$ cat config.mk
export PLATFORM = sky130hd
export DESIGN_NAME = lc3_mem_access
export DESIGN_NICKNAME = d
export VERILOG_FILES = /design/src/rtl/lc3_pkg.sv /design/src/rtl/lc3_mem_timeout.sv /design/src/rtl/lc3_mem_access.sv
export SDC_FILE = /design/constraint.sdc
export NUM_CORES = 1
export LEC_CHECK = 0
export BUFFER_PORTS_ARGS = -buffer_cell sky130_fd_sc_hd__clkbuf_2
export CORE_MARGIN = 5
export CORE_UTILIZATION = 56
export DETAILED_ROUTE_END_ITERATION = 16
export GPL_TIMING_DRIVEN = 1
export PLACE_DENSITY = 0.86
export SETUP_SLACK_MARGIN = 0.05
export SLEW_MARGIN = 0
export SYNTH_ARGS = -nofsm -noshare
export SYNTH_HDL_FRONTEND = slang
export SYNTH_SLANG_ARGS = --single-unit
$ cat constraint.sdc
create_clock -name clock -period 5.3 [get_ports clock]
set_clock_uncertainty 0.15 [all_clocks]
set_input_delay 0.53 -clock clock [delete_from_list [all_inputs] [get_ports clock]]
set_output_delay 0.53 -clock clock [all_outputs]
set_load 0.005 [all_outputs]
$ cat src/rtl/lc3_pkg.sv
// Shared LC-3 constants: controller state codes, access FSM encoding, word type.
// Latency: n/a (types and constants only).
// Backpressure: n/a.
package lc3_pkg;

    typedef logic [15:0] word_t;
    typedef logic [3:0]  ctrl_state_t;

    localparam ctrl_state_t S_UPDATE_PC = 4'd0;
    localparam ctrl_state_t S_FETCH     = 4'd1;
    localparam ctrl_state_t S_DECODE    = 4'd2;
    localparam ctrl_state_t S_ALU       = 4'd3;
    localparam ctrl_state_t S_BRANCH    = 4'd4;
    localparam ctrl_state_t S_CALC_ADDR = 4'd5;
    localparam ctrl_state_t S_IND_READ  = 4'd6;
    localparam ctrl_state_t S_MEM_READ  = 4'd7;
    localparam ctrl_state_t S_MEM_WRITE = 4'd8;
    localparam ctrl_state_t S_UPDATE_RF = 4'd9;
    localparam ctrl_state_t S_INVALID   = 4'd15;

    typedef enum logic [1:0] {
        IDLE = 2'd0,
        REQ  = 2'd1,
        DONE = 2'd2
    } acc_state_t;

    function automatic logic is_mem_state(input ctrl_state_t s);
        return (s == S_FETCH) || (s == S_IND_READ) ||
               (s == S_MEM_READ) || (s == S_MEM_WRITE);
    endfunction

endpackage

$ cat src/rtl/lc3_mem_timeout.sv
// Wait counter for a memory request; expired fires on the TIMEOUT-th unanswered cycle.
// Latency: combinational expired from the registered count.
// Backpressure: none; counts while start is high, zeroed by clear.
module lc3_mem_timeout #(
    parameter int TIMEOUT = 255
) (
    input  logic clock,
    input  logic reset,
    input  logic start,
    input  logic clear,
    output logic expired
);

    localparam int CW = $clog2(TIMEOUT + 1);

    logic [CW-1:0] cnt;

    always_ff @(posedge clock or posedge reset) begin
        if (reset) begin
            cnt <= '0;
        end else if (clear) begin
            cnt <= '0;
        end else if (start) begin
            cnt <= cnt + 1'b1;
        end
    end

    assign expired = start && (cnt == CW'(TIMEOUT - 1));

endmodule

$ cat src/rtl/lc3_mem_access.sv
// LC-3 memory-access unit: fetch / indirect / read / write with a ready handshake.
// Latency: requests out one cycle after state entry; complete one cycle after mem_ready.
// Backpressure: holds the request until mem_ready, aborts with sticky mem_err on timeout.
module lc3_mem_access
    import lc3_pkg::*;
#(
    parameter int TIMEOUT = 255
) (
    input  logic        clock,
    input  logic        reset,
    input  logic [3:0]  state,
    input  logic [15:0] pc,
    input  logic [15:0] ea,
    input  logic [15:0] store_data,
    input  logic [15:0] mem_dout,
    input  logic        mem_ready,
    output logic [15:0] mem_addr,
    output logic [15:0] mem_din,
    output logic        mem_rd,
    output logic        mem_wr,
    output logic        complete,
    output logic [15:0] ir,
    output logic [15:0] mdr,
    output logic        mem_err
);

    acc_state_t  fsm, fsm_nxt;
    ctrl_state_t op_q;
    word_t       addr_q, din_q, ind_addr, launch_addr;
    logic        ind_valid;
    logic        launch, waiting, expired;

    assign launch  = (fsm == IDLE) && is_mem_state(state);
    assign waiting = (fsm == REQ) && !mem_ready;

    always_comb begin
        launch_addr = ea;
        if (state == S_FETCH) begin
            launch_addr = pc;
        end else if ((state == S_MEM_READ || state == S_MEM_WRITE) && ind_valid) begin
            launch_addr = ind_addr;
        end
    end

    lc3_mem_timeout #(
        .TIMEOUT (TIMEOUT)
    ) u_timeout (
        .clock   (clock),
        .reset   (reset),
        .start   (waiting),
        .clear   (fsm != REQ),
        .expired (expired)
    );

    always_ff @(posedge clock or posedge reset) begin
        if (reset) begin
            fsm <= IDLE;
        end else begin
            fsm <= fsm_nxt;
        end
    end

    always_comb begin
        fsm_nxt = fsm;
        case (fsm)
            IDLE:    if (launch) fsm_nxt = REQ;
            REQ: begin
                if (mem_ready) begin
                    fsm_nxt = DONE;
                end else if (expired) begin
                    fsm_nxt = IDLE;
                end
            end
            DONE:    fsm_nxt = IDLE;
            default: fsm_nxt = IDLE;
        endcase
    end

    // Request outputs are only live in REQ so that IDLE/DONE and reset show a quiet bus.
    always_comb begin
        mem_addr = '0;
        mem_din  = '0;
        mem_rd   = 1'b0;
        mem_wr   = 1'b0;
        complete = 1'b0;
        case (fsm)
            REQ: begin
                mem_addr = addr_q;
                mem_rd   = (op_q != S_MEM_WRITE);
                mem_wr   = (op_q == S_MEM_WRITE);
                if (op_q == S_MEM_WRITE) mem_din = din_q;
            end
            DONE:    complete = 1'b1;
            default: ;
        endcase
    end

    always_ff @(posedge clock or posedge reset) begin
        if (reset) begin
            op_q      <= S_UPDATE_PC;
            addr_q    <= '0;
            din_q     <= '0;
            ir        <= '0;
            mdr       <= '0;
            ind_addr  <= '0;
            ind_valid <= 1'b0;
            mem_err   <= 1'b0;
        end else begin
            if (launch) begin
                op_q   <= state;
                addr_q <= launch_addr;
                din_q  <= store_data;
            end
            if (fsm == REQ && mem_ready) begin
                case (op_q)
                    S_FETCH:    ir <= mem_dout;
                    S_IND_READ: begin
                        ind_addr  <= mem_dout;
                        ind_valid <= 1'b1;
                    end
                    S_MEM_READ: mdr <= mem_dout;
                    default: ;
                endcase
            end
            if (expired) mem_err <= 1'b1;
            // A new instruction must never reuse the previous instruction's pointer.
            if (state == S_UPDATE_PC || (launch && state == S_FETCH)) begin
                ind_valid <= 1'b0;
            end
        end
    end

endmodule

## Word-level counts from Yosys, hierarchy flattened

Cells that the tools add are included.

| word-level totals | value |
|---|---|
| logic and storage cells | 65 |
| register bits | 96 |

| cells by class | value |
|---|---|
| reductions and logical operators | 22 |
| muxes and demuxes | 17 |
| equality and inequality tests | 15 |
| add/sub/neg operators | 1 |

Operators by type and width:

| kind | count |
|---|---|
| two-way mux 16 bit | 5 |
| == test 4 x 3 -> 1 bit, second input constant | 4 |
| two-way mux 8 bit | 2 |
| AND reduction 2 bit | 5 |
| adder 8 x 1 -> 8 bit, second input constant | 1 |
| == test 4 x 1 -> 1 bit, second input constant | 2 |
| == test 4 bit, second input constant | 2 |
| == test 8 bit, second input constant | 1 |
| logical AND 1 bit | 6 |
| two-way mux 1 bit | 6 |
| two-way mux 2 bit | 3 |
| nonzero test 2 bit | 3 |
| logical OR 1 bit | 5 |
| logical NOT 4 bit | 1 |
| inequality test 4 bit, second input constant | 1 |
| case mux 2 bit (2 select lines) | 1 |
| inequality test 3 bit, second input constant | 1 |
| == test 2 x 1 -> 1 bit, second input constant | 1 |
| == test 2 bit, second input constant | 1 |
| logical NOT 2 bit | 1 |
| inequality test 2 x 1 -> 1 bit, second input constant | 1 |
| inequality test 2 bit, second input constant | 1 |
| logical NOT 1 bit | 1 |

## Longest topological paths before layout

Gate-level depths: netlist (run 1).

| depth | value |
|---|---|
| depth after elaboration | 9 |
| mapped depth | 8 |
| depth with buffers taken out | 5 |

## Hierarchy

From an unflattened synthesis (run 1), not the netlist that was laid out.

| unflattened totals | value |
|---|---|
| cell total of the unflattened synthesis | 402 |
| area total of the unflattened synthesis | 4576.9 µm² |

By module, submodules not included:

| module | seq. area each (µm²) | times used | area each (µm²) | cells an instance |
|---|---|---|---|---|
| lc3_mem_access | 2202.1 | 1 | 4157.7 | 360 |
| lc3_mem_timeout | 200.2 | 1 | 419.2 | 42 |

## Worst setup path before layout (run 1)

No wires, ideal clock.

| timing path | value |
|---|---|
| path kind | input -> register |
| start point | in state[3] |
| end point | reg din_q[10] |
| slack | 2.857 ns |
| path buffers | 4 |
| cell stages on the path | 7 |
| library setup time | 0.125 ns |
| arrival time | 2.168 ns |
| data required time | 5.025 ns |
| cells stage by stage | buf_6 -> or4b_4 -> buf_6 -> a311o_1 -> buf_6 -> buf_6 -> mux2_4 |

| on the way | value |
|---|---|
| word-level cells in the longest chain between the ends | 5 |

Ends and longest elaborated chain:

| element | line | RTL |
|---|---|---|
| start: declaration | lc3_mem_access.sv:11 | `input logic [3:0] state,` |
| == test 4 x 1 -> 1 bit / == test 4 x 3 -> 1 bit (equally long branches) | lc3_pkg.sv:28 | `return (s == S_FETCH) \|\| (s == S_IND_READ) \|\|` |
| logical OR 1 bit (2 in a row) | lc3_pkg.sv:28 |  |
| logical OR 1 bit * | lc3_pkg.sv:29 | `(s == S_MEM_READ) \|\| (s == S_MEM_WRITE);` |
| logical AND 1 bit * | lc3_mem_access.sv:33 | `assign launch = (fsm == IDLE) && is_mem_state(state);` |
| end signal: assignment | lc3_mem_access.sv:112 | `din_q <= store_data;` |
| end: declaration | lc3_mem_access.sv:29 | `word_t addr_q, din_q, ind_addr, launch_addr;` |

Mark *: on every way between the ends. The rest lies on a longest branch, timed or not.
A chain may end at the register's enable or synchronous reset.

## Worst setup path in the final report (run 1)

| timing path | value |
|---|---|
| start point | reg fsm[0] |
| end point | out mem_din[14] |

| on the way | value |
|---|---|
| word-level cells in the longest chain between the ends | 2 |

Ends and longest elaborated chain:

| element | line | RTL |
|---|---|---|
| start: declaration | lc3_mem_access.sv:27 | `acc_state_t fsm, fsm_nxt;` |
| start signal: assignment | lc3_mem_access.sv:59 | `fsm <= fsm_nxt;` |
| == test 2 x 1 -> 1 bit | lc3_mem_access.sv:86 | `case (fsm)` |
| two-way mux 16 bit | lc3_mem_access.sv:86 |  |
| end: declaration | lc3_mem_access.sv:18 | `output logic [15:0] mem_din,` |

No other way between the ends.

==> results.json, run 1 <==
{
  "outcome": "completed",
  "fmax_ghz": 0.3163,
  "yosys_warnings": 0,
  "grt_use_total_pct": 22.29,
  "fp.dieH_um": 100.5,
  "period_minus_slack_ns": 3.162,
  "cts_setup_buffers": 0,
  "synth_area_leaders": "dfrtp_1, mux2_2, and2_1",
  "cts_tree": "built",
  "start_kind": "flip-flop",
  "p_sw_share_pct": 27.54,
  "async_reset_ff_share_pct": 100.0,
  "worstMarginPinSlew_ns": 1.149,
  "layout.nets": 598,
  "diodes": 0,
  "ctsHtreeMaxLevel": 3,
  "synth-seq-cells": 96,
  "grt_antenna_before_repair": 0,
  "die_w_um": 100.5,
  "p_leak_nw": 2.831,
  "hold_buffers": 1,
  "period_share_pct": 59.66,
  "drt_iter0_markers": 195,
  "rows": 33,
  "cts.sinks": 96,
  "synth_edf_count": 0,
  "drt-total-wl_um": 10910,
  "cap_violations": 0,
  "worstReg2RegEnd": "mdr[4]",
  "clock_power_share_pct": 25.0,
  "firstDrtPassIters": 6,
  "cp-startpoint": "fsm[0]",
  "ir_worst_vdd_v": 0.0002988,
  "syn-instance-count": 400,
  "crit_fanout": 19,
  "p_int_mw": 1.556,
  "critPathSlowestCell": "nor2b_1",
  "grt_pass1_wl_um": 17790,
  "grt_max_degree": 71,
  "start_util_pct": 56.69,
  "final_design_area_no_fill_um2": 5519,
  "final.setup.worst_slack_ns": 2.138,
  "instances_no_fill": 635,
  "rr_worst_depth": 3,
  "gp_congestion": 0.8722,
  "synth_top_cell_area_share_pct": 52.36,
  "clk_pin_slew_worst_paths_ns": 0.09,
  "setup_violations": 0,
  "clk_latency_ns": 0.35,
  "cts_resized": 0,
  "cts_root_buf": "clkbuf_8",
  "max_stage_delay_ns": 0.78,
  "place.detailed.hpwl_um": 8190,
  "rsz0062_at_grt": "false",
  "drc": 0,
  "ys_types": 41,
  "ant_nets": 0,
  "rrSetupSlack_ns": 2.89,
  "endpoint_kind": "primary output",
  "dieArea_um2": 10100,
  "drive_gt1_share_pct": 42.64,
  "pwr-share-seq_pct": 50.2,
  "yosysTopAreaCell": "dfrtp_1",
  "ys_seq_area_share_pct": 52.36,
  "crit_required_ns": 4.62,
  "synth_area_per_cell_um2": 11.47,
  "grt_overflow_total": 0,
  "cts.path.max_buffers": 2,
  "p_per_area_nw_per_um2": 389.0,
  "p_comb_share_pct": 24.8,
  "via_per_inst": 5.584,
  "synthFlopType": "dfrtp_1",
  "report.final.slew_viol_count": 0,
  "endpoint": "mem_din[14]",
  "dpl_worst_slack_ns": 2.247,
  "vias": 3546,
  "max_slew_margin_pct": 23.38,
  "r2r-start": "fsm[1]",
  "io_pins": 139,
  "routedWlPerCell_um": 17.18,
  "numCtsBuffers": 9,
  "core_um2": 8093,
  "syn_to_final_growth_pct": 20.29,
  "dr_wl_met3_um": 988,
  "post_dp_cell_area_um2": 5278,
  "tns_ns": 0,
  "synth_nets": 473,
  "wl_met2_um": 5079,
  "total_power_mw": 2.147,
  "hold_viol": 0,
  "arrival_ns": 2.48,
  "netSwitchingPower_mw": 0.5913,
  "path_cells": "nor2b_1, and4_1, and2_1, clkbuf_2",
  "grt_pass1_vias": 3629,
  "placedCellCount": 618,
  "min_path_type": "primary input to flip-flop",
  "wl_met1_um": 4561,
  "port_buffers": 138,
  "top_layer_used": "met4",
  "synth_area_um2": 4588,
  "crit_type": "flip-flop to primary output"
}
==> worst max-delay path: cells and delay by family, from the launching register on <==
kind                   cells  cell delay, ns
AND/OR/NAND/NOR            3            1.58
flip-flops                 1            0.44
buffers and inverters      1            0.12
==> cell usage in the layout (no fill, tap or decap), types with 2 or more instances in the layout <==
| cell type | n |
|---|---|
| o32ai_1 | 15 |
| mux2_4 | 13 |
| a21oi_1 | 34 |
| and2_1 | 33 |
| mux2_2 | 53 |
| clkbuf_8 | 11 |
| nand4_1 | 2 |
| or3_1 | 2 |
| nor2_1 | 42 |
| ha_1 | 2 |
| and3_1 | 2 |
| inv_1 | 17 |
| xor2_1 | 3 |
| bufinv_16 | 2 |
| a22o_1 | 15 |
| o21ai_0 | 7 |
| buf_4 | 2 |
| nand3_1 | 5 |
| and4_1 | 2 |
| o31ai_1 | 2 |
| nand2_1 | 5 |
| dfrtp_1 | 96 |
| nor2b_1 | 4 |
| clkbuf_2 | 138 |
==> power groups by stage <==
stage	sequential (mW)	combinational, mW	clock [mW]
2_1_floorplan	1.06	0.342	0
3_3_place_gp	1.08	0.509	0
3_5_place_dp	1.09	0.537	0
4_1_cts	1.08	0.542	0.549
5_1_grt	1.10	0.592	0.582
6_report	1.08	0.533	0.537
==> cell usage after synthesis, types with 5 or more instances <==
cell       n
nor2_1    42
o32ai_1   15
clkbuf_1  17
nand3_1    5
nand2_1    5
mux2_2    53
inv_1     18
dfrtp_1   96
and2_1    33
buf_6      6
o21ai_0    7
a22o_1    15
a21oi_1   34
mux2_4    13
==> metrics by stage <==
stage / hold slack, ns / util, %
after floorplan: 0.2896 / -
after global placement: 0.2901 / 65.21
after detailed placement: 0.2975 / 65.21
after CTS: 0.2383 / 68.20
after global routing: 0.2464 / 68.20
final: 0.2559 / 68.20
==> kinds of logic (layout without fill, tap and decap cells) <==
logic type | count (synthesis) | after routing | share of synthesized area (%)
buffers and inverters | 46 | 176 | 4.854
XOR/XNOR | 4 | 4 | 0.7637
AND/OR/NAND/NOR | 107 | 107 | 12.68
AO/OA/AOI/OAI | 79 | 79 | 11.54
flip-flops | 96 | 96 | 52.36
multiplexers | 66 | 66 | 17.26
adder cells (fa/ha/maj) | 2 | 2 | 0.5453
==> worst min path at each step <==
stage,startpoint,end,cells past startpoint
floorplan,addr_q[15],addr_q[15],2
global placement,mem_err,mem_err,1
detailed placement,mem_err,mem_err,1
CTS,store_data[1],din_q[1],2
global route,store_data[6],din_q[6],2
finish,store_data[5],din_q[5],2
==> state kept, by name, indices dropped and copies added, names as in the netlist <==
register	flops
addr_q	16
din_q	16
fsm	2
ind_addr	16
ind_valid	1
ir	16
mdr	16
mem_err	1
op_q	4
u_timeout.cnt	8
==> layout make-up <==
type	instances	area (um^2)
repair buffers	141	715.7
flip-flops and latches	96	2402
well taps	105	131.4
clock buffers	12	155.1
clock inverters	4	76.32
fillers	625	2574
inverters	19	73.82
multi-input cells	258	1964
==> per-layer routing <==
metal,track usage (%),vias up
met3,7.197,28
met1,28.52,1687
met4,8.187,0
met2,35.63,172
li1,-,1659
met5,0,-
No activity file was read; power rests on OpenSTA's default activity.
==> run 2: changes to the inputs <==
--- a/config.mk
+++ b/config.mk
@@ -7,10 +7,10 @@
 export LEC_CHECK = 0
 export BUFFER_PORTS_ARGS = -buffer_cell sky130_fd_sc_hd__clkbuf_2
 export CORE_MARGIN = 5
-export CORE_UTILIZATION = 56
+export CORE_UTILIZATION = 52
 export DETAILED_ROUTE_END_ITERATION = 16
 export GPL_TIMING_DRIVEN = 1
-export PLACE_DENSITY = 0.86
+export PLACE_DENSITY = 0.81
 export SETUP_SLACK_MARGIN = 0.05
 export SLEW_MARGIN = 0
 export SYNTH_ARGS = -nofsm -noshare
==> constraint.sdc (replaced) <==
create_clock -name clock -period 3.3 [get_ports clock]
set_clock_uncertainty 0.15 [all_clocks]
set_input_delay 0.33 -clock clock [delete_from_list [all_inputs] [get_ports clock]]
set_output_delay 0.33 -clock clock [all_outputs]
set_load 0.005 [all_outputs]
==> run 2 against run 1 <==
  * Clock power rose by 34%
  * Routed wire length fell by 0.74%
  * Count of clock-buffer cells in the layout shrank 3
  * Worst setup slack worse by 1.4 ns
  * Power increased by 54%
  * First-iteration DRC count decreased by 29%
  * Critical endpoint is now din_q[5]
  * Largest power group unchanged
==> results.json, run 2 (synthesized netlist as in run 1, its figures left out) <==
{
  "max_slew_margin_pct": 22.12,
  "clk_pin_slew_worst_paths_ns": 0.10,
  "grt_overflow_total": 0,
  "cts.path.max_buffers": 2,
  "via_per_inst": 5.434,
  "post-route-util_pct": 63.26,
  "report.final.slew_viol_count": 0,
  "endpoint_kind": "flip-flop",
  "gp_congestion": 0.8095,
  "firstDrtPassIters": 4,
  "total_power_mw": 3.305,
  "r2r-start": "fsm[1]",
  "start_kind": "primary input",
  "drt-total-wl_um": 10830,
  "core_um2": 8678,
  "die_w_um": 103.9,
  "place.detailed.hpwl_um": 8194,
  "grt_antenna_before_repair": 0,
  "rr_worst_depth": 3,
  "grt_max_degree": 56,
  "dpl_worst_slack_ns": 0.4283,
  "fp.dieH_um": 103.9,
  "clk_latency_ns": 0.35,
  "worstMarginPinSlew_ns": 1.168,
  "grt_pass1_vias": 3729,
  "layout.nets": 600,
  "min_path_type": "primary input to flip-flop",
  "vias": 3478,
  "final_common_cell": "clkbuf_2",
  "ff_latch_area_um2": 2402,
  "cp-startpoint": "state[0]",
  "final.setup.worst_slack_ns": 0.7794,
  "diodes": 0,
  "fillers": 722,
  "crit_type": "primary input to flip-flop",
  "cts_setup_buffers": 0,
  "cts.sinks": 96,
  "multi_input_area_um2": 1964,
  "cts_resized": 0,
  "numCtsBuffers": 9,
  "crit_required_ns": 3.38,
  "routedWlPerCell_um": 16.92,
  "fmax_ghz": 0.3967,
  "period_share_pct": 76.38,
  "crit_fanout": 55,
  "ir_worst_vdd_v": 0.0003403,
  "ctsHtreeMaxLevel": 3,
  "port_buffers": 138,
  "drive_gt1_share_pct": 43.05,
  "arrival_ns": 2.60,
  "start_util_pct": 52.87,
  "rrSetupSlack_ns": 0.86,
  "cap_violations": 0,
  "grt_pass1_wl_um": 18210,
  "dieArea_um2": 10800,
  "drt_iter0_markers": 139,
  "grt_use_total_pct": 20.33,
  "rows": 34,
  "worstReg2RegEnd": "mdr[14]",
  "hold_buffers": 1,
  "hold_viol": 0,
  "rsz0062_at_grt": "false",
  "tns_ns": 0,
  "layout_common_cells": "clkbuf_2, dfrtp_1, mux2_2",
  "endpoint": "din_q[5]",
  "period_minus_slack_ns": 2.521,
  "p_per_area_nw_per_um2": 602.0,
  "p_leak_nw": 2.825,
  "drc": 0,
  "cts_tree": "built",
  "io_pins": 139,
  "outcome": "completed",
  "setup_violations": 0,
  "cts_root_buf": "clkbuf_8",
  "syn_to_final_growth_pct": 19.66,
  "ant_nets": 0
}
==> run 2: cell count changes in the layout (fill, tap and decap cells not counted) <==
cell,previous run,this run
buf_4,2,4
bufinv_16,2,0
clkbuf_1,1,0
clkbuf_8,11,9
clkinv_2,0,1
clkinv_4,1,2
clkinvlp_4,1,0
inv_6,0,3
inv_8,0,1
==> run 2: power by group <==
part	switching (mW)	internal, mW
logic	0.352	0.504
clock network	0.432	0.289
registers	0.201	1.53
total	0.985	2.32
==> run 2: cell type report <==
type                       count  area share (%)
clock buffer                   9           2.256
clock inverter                 7           1.094
inverter                      19           1.345
multi-input combinational    258           35.78
sequential                    96           43.76
tap                          108           2.461
timing repair buffer         143           13.31
==> run 2: worst min path at each step <==
| stage | startpoint | to | slack, ns | cells after the start |
|---|---|---|---|---|
| floorplan | addr_q[15] | addr_q[15] | 0.29 | 2 |
| global placement | reset | mem_err | 0.29 | 2 |
| detailed placement | reset | ind_valid | 0.30 | 2 |
| CTS | store_data[14] | din_q[14] | 0.03 | 2 |
| global route | store_data[14] | din_q[14] | 0.02 | 2 |
| finish | store_data[14] | din_q[14] | 0.05 | 2 |
==> run 2: per-layer routing <==
layer  up-vias  wire [um]  part of all wire [%]  track usage [%]
li1       1662          -                     -                -
met1      1643       4653                    43            25.52
met2       152       5028                    46            33.24
met3        21        957                   8.8            6.766
met4         0        192                   1.8            6.475
met5         -          0                     0                0
==> run 2: metrics by stage <==
stage | hold WS (ns) | std cells | cell area (um^2)
final | 0.04675 | 640 | 5490
after global placement | 0.2850 | 623 | 5296
after floorplan | 0.2896 | 400 | 4588
after global routing | 0.02434 | 640 | 5490
after CTS | 0.03178 | 640 | 5490
after detailed placement | 0.2950 | 623 | 5296
==> run 2: worst max-delay path: stages <==
cell and delay (ns):
clkbuf_2 0.33, or4b_4 0.64, a311o_2 0.82, mux2_4 0.45
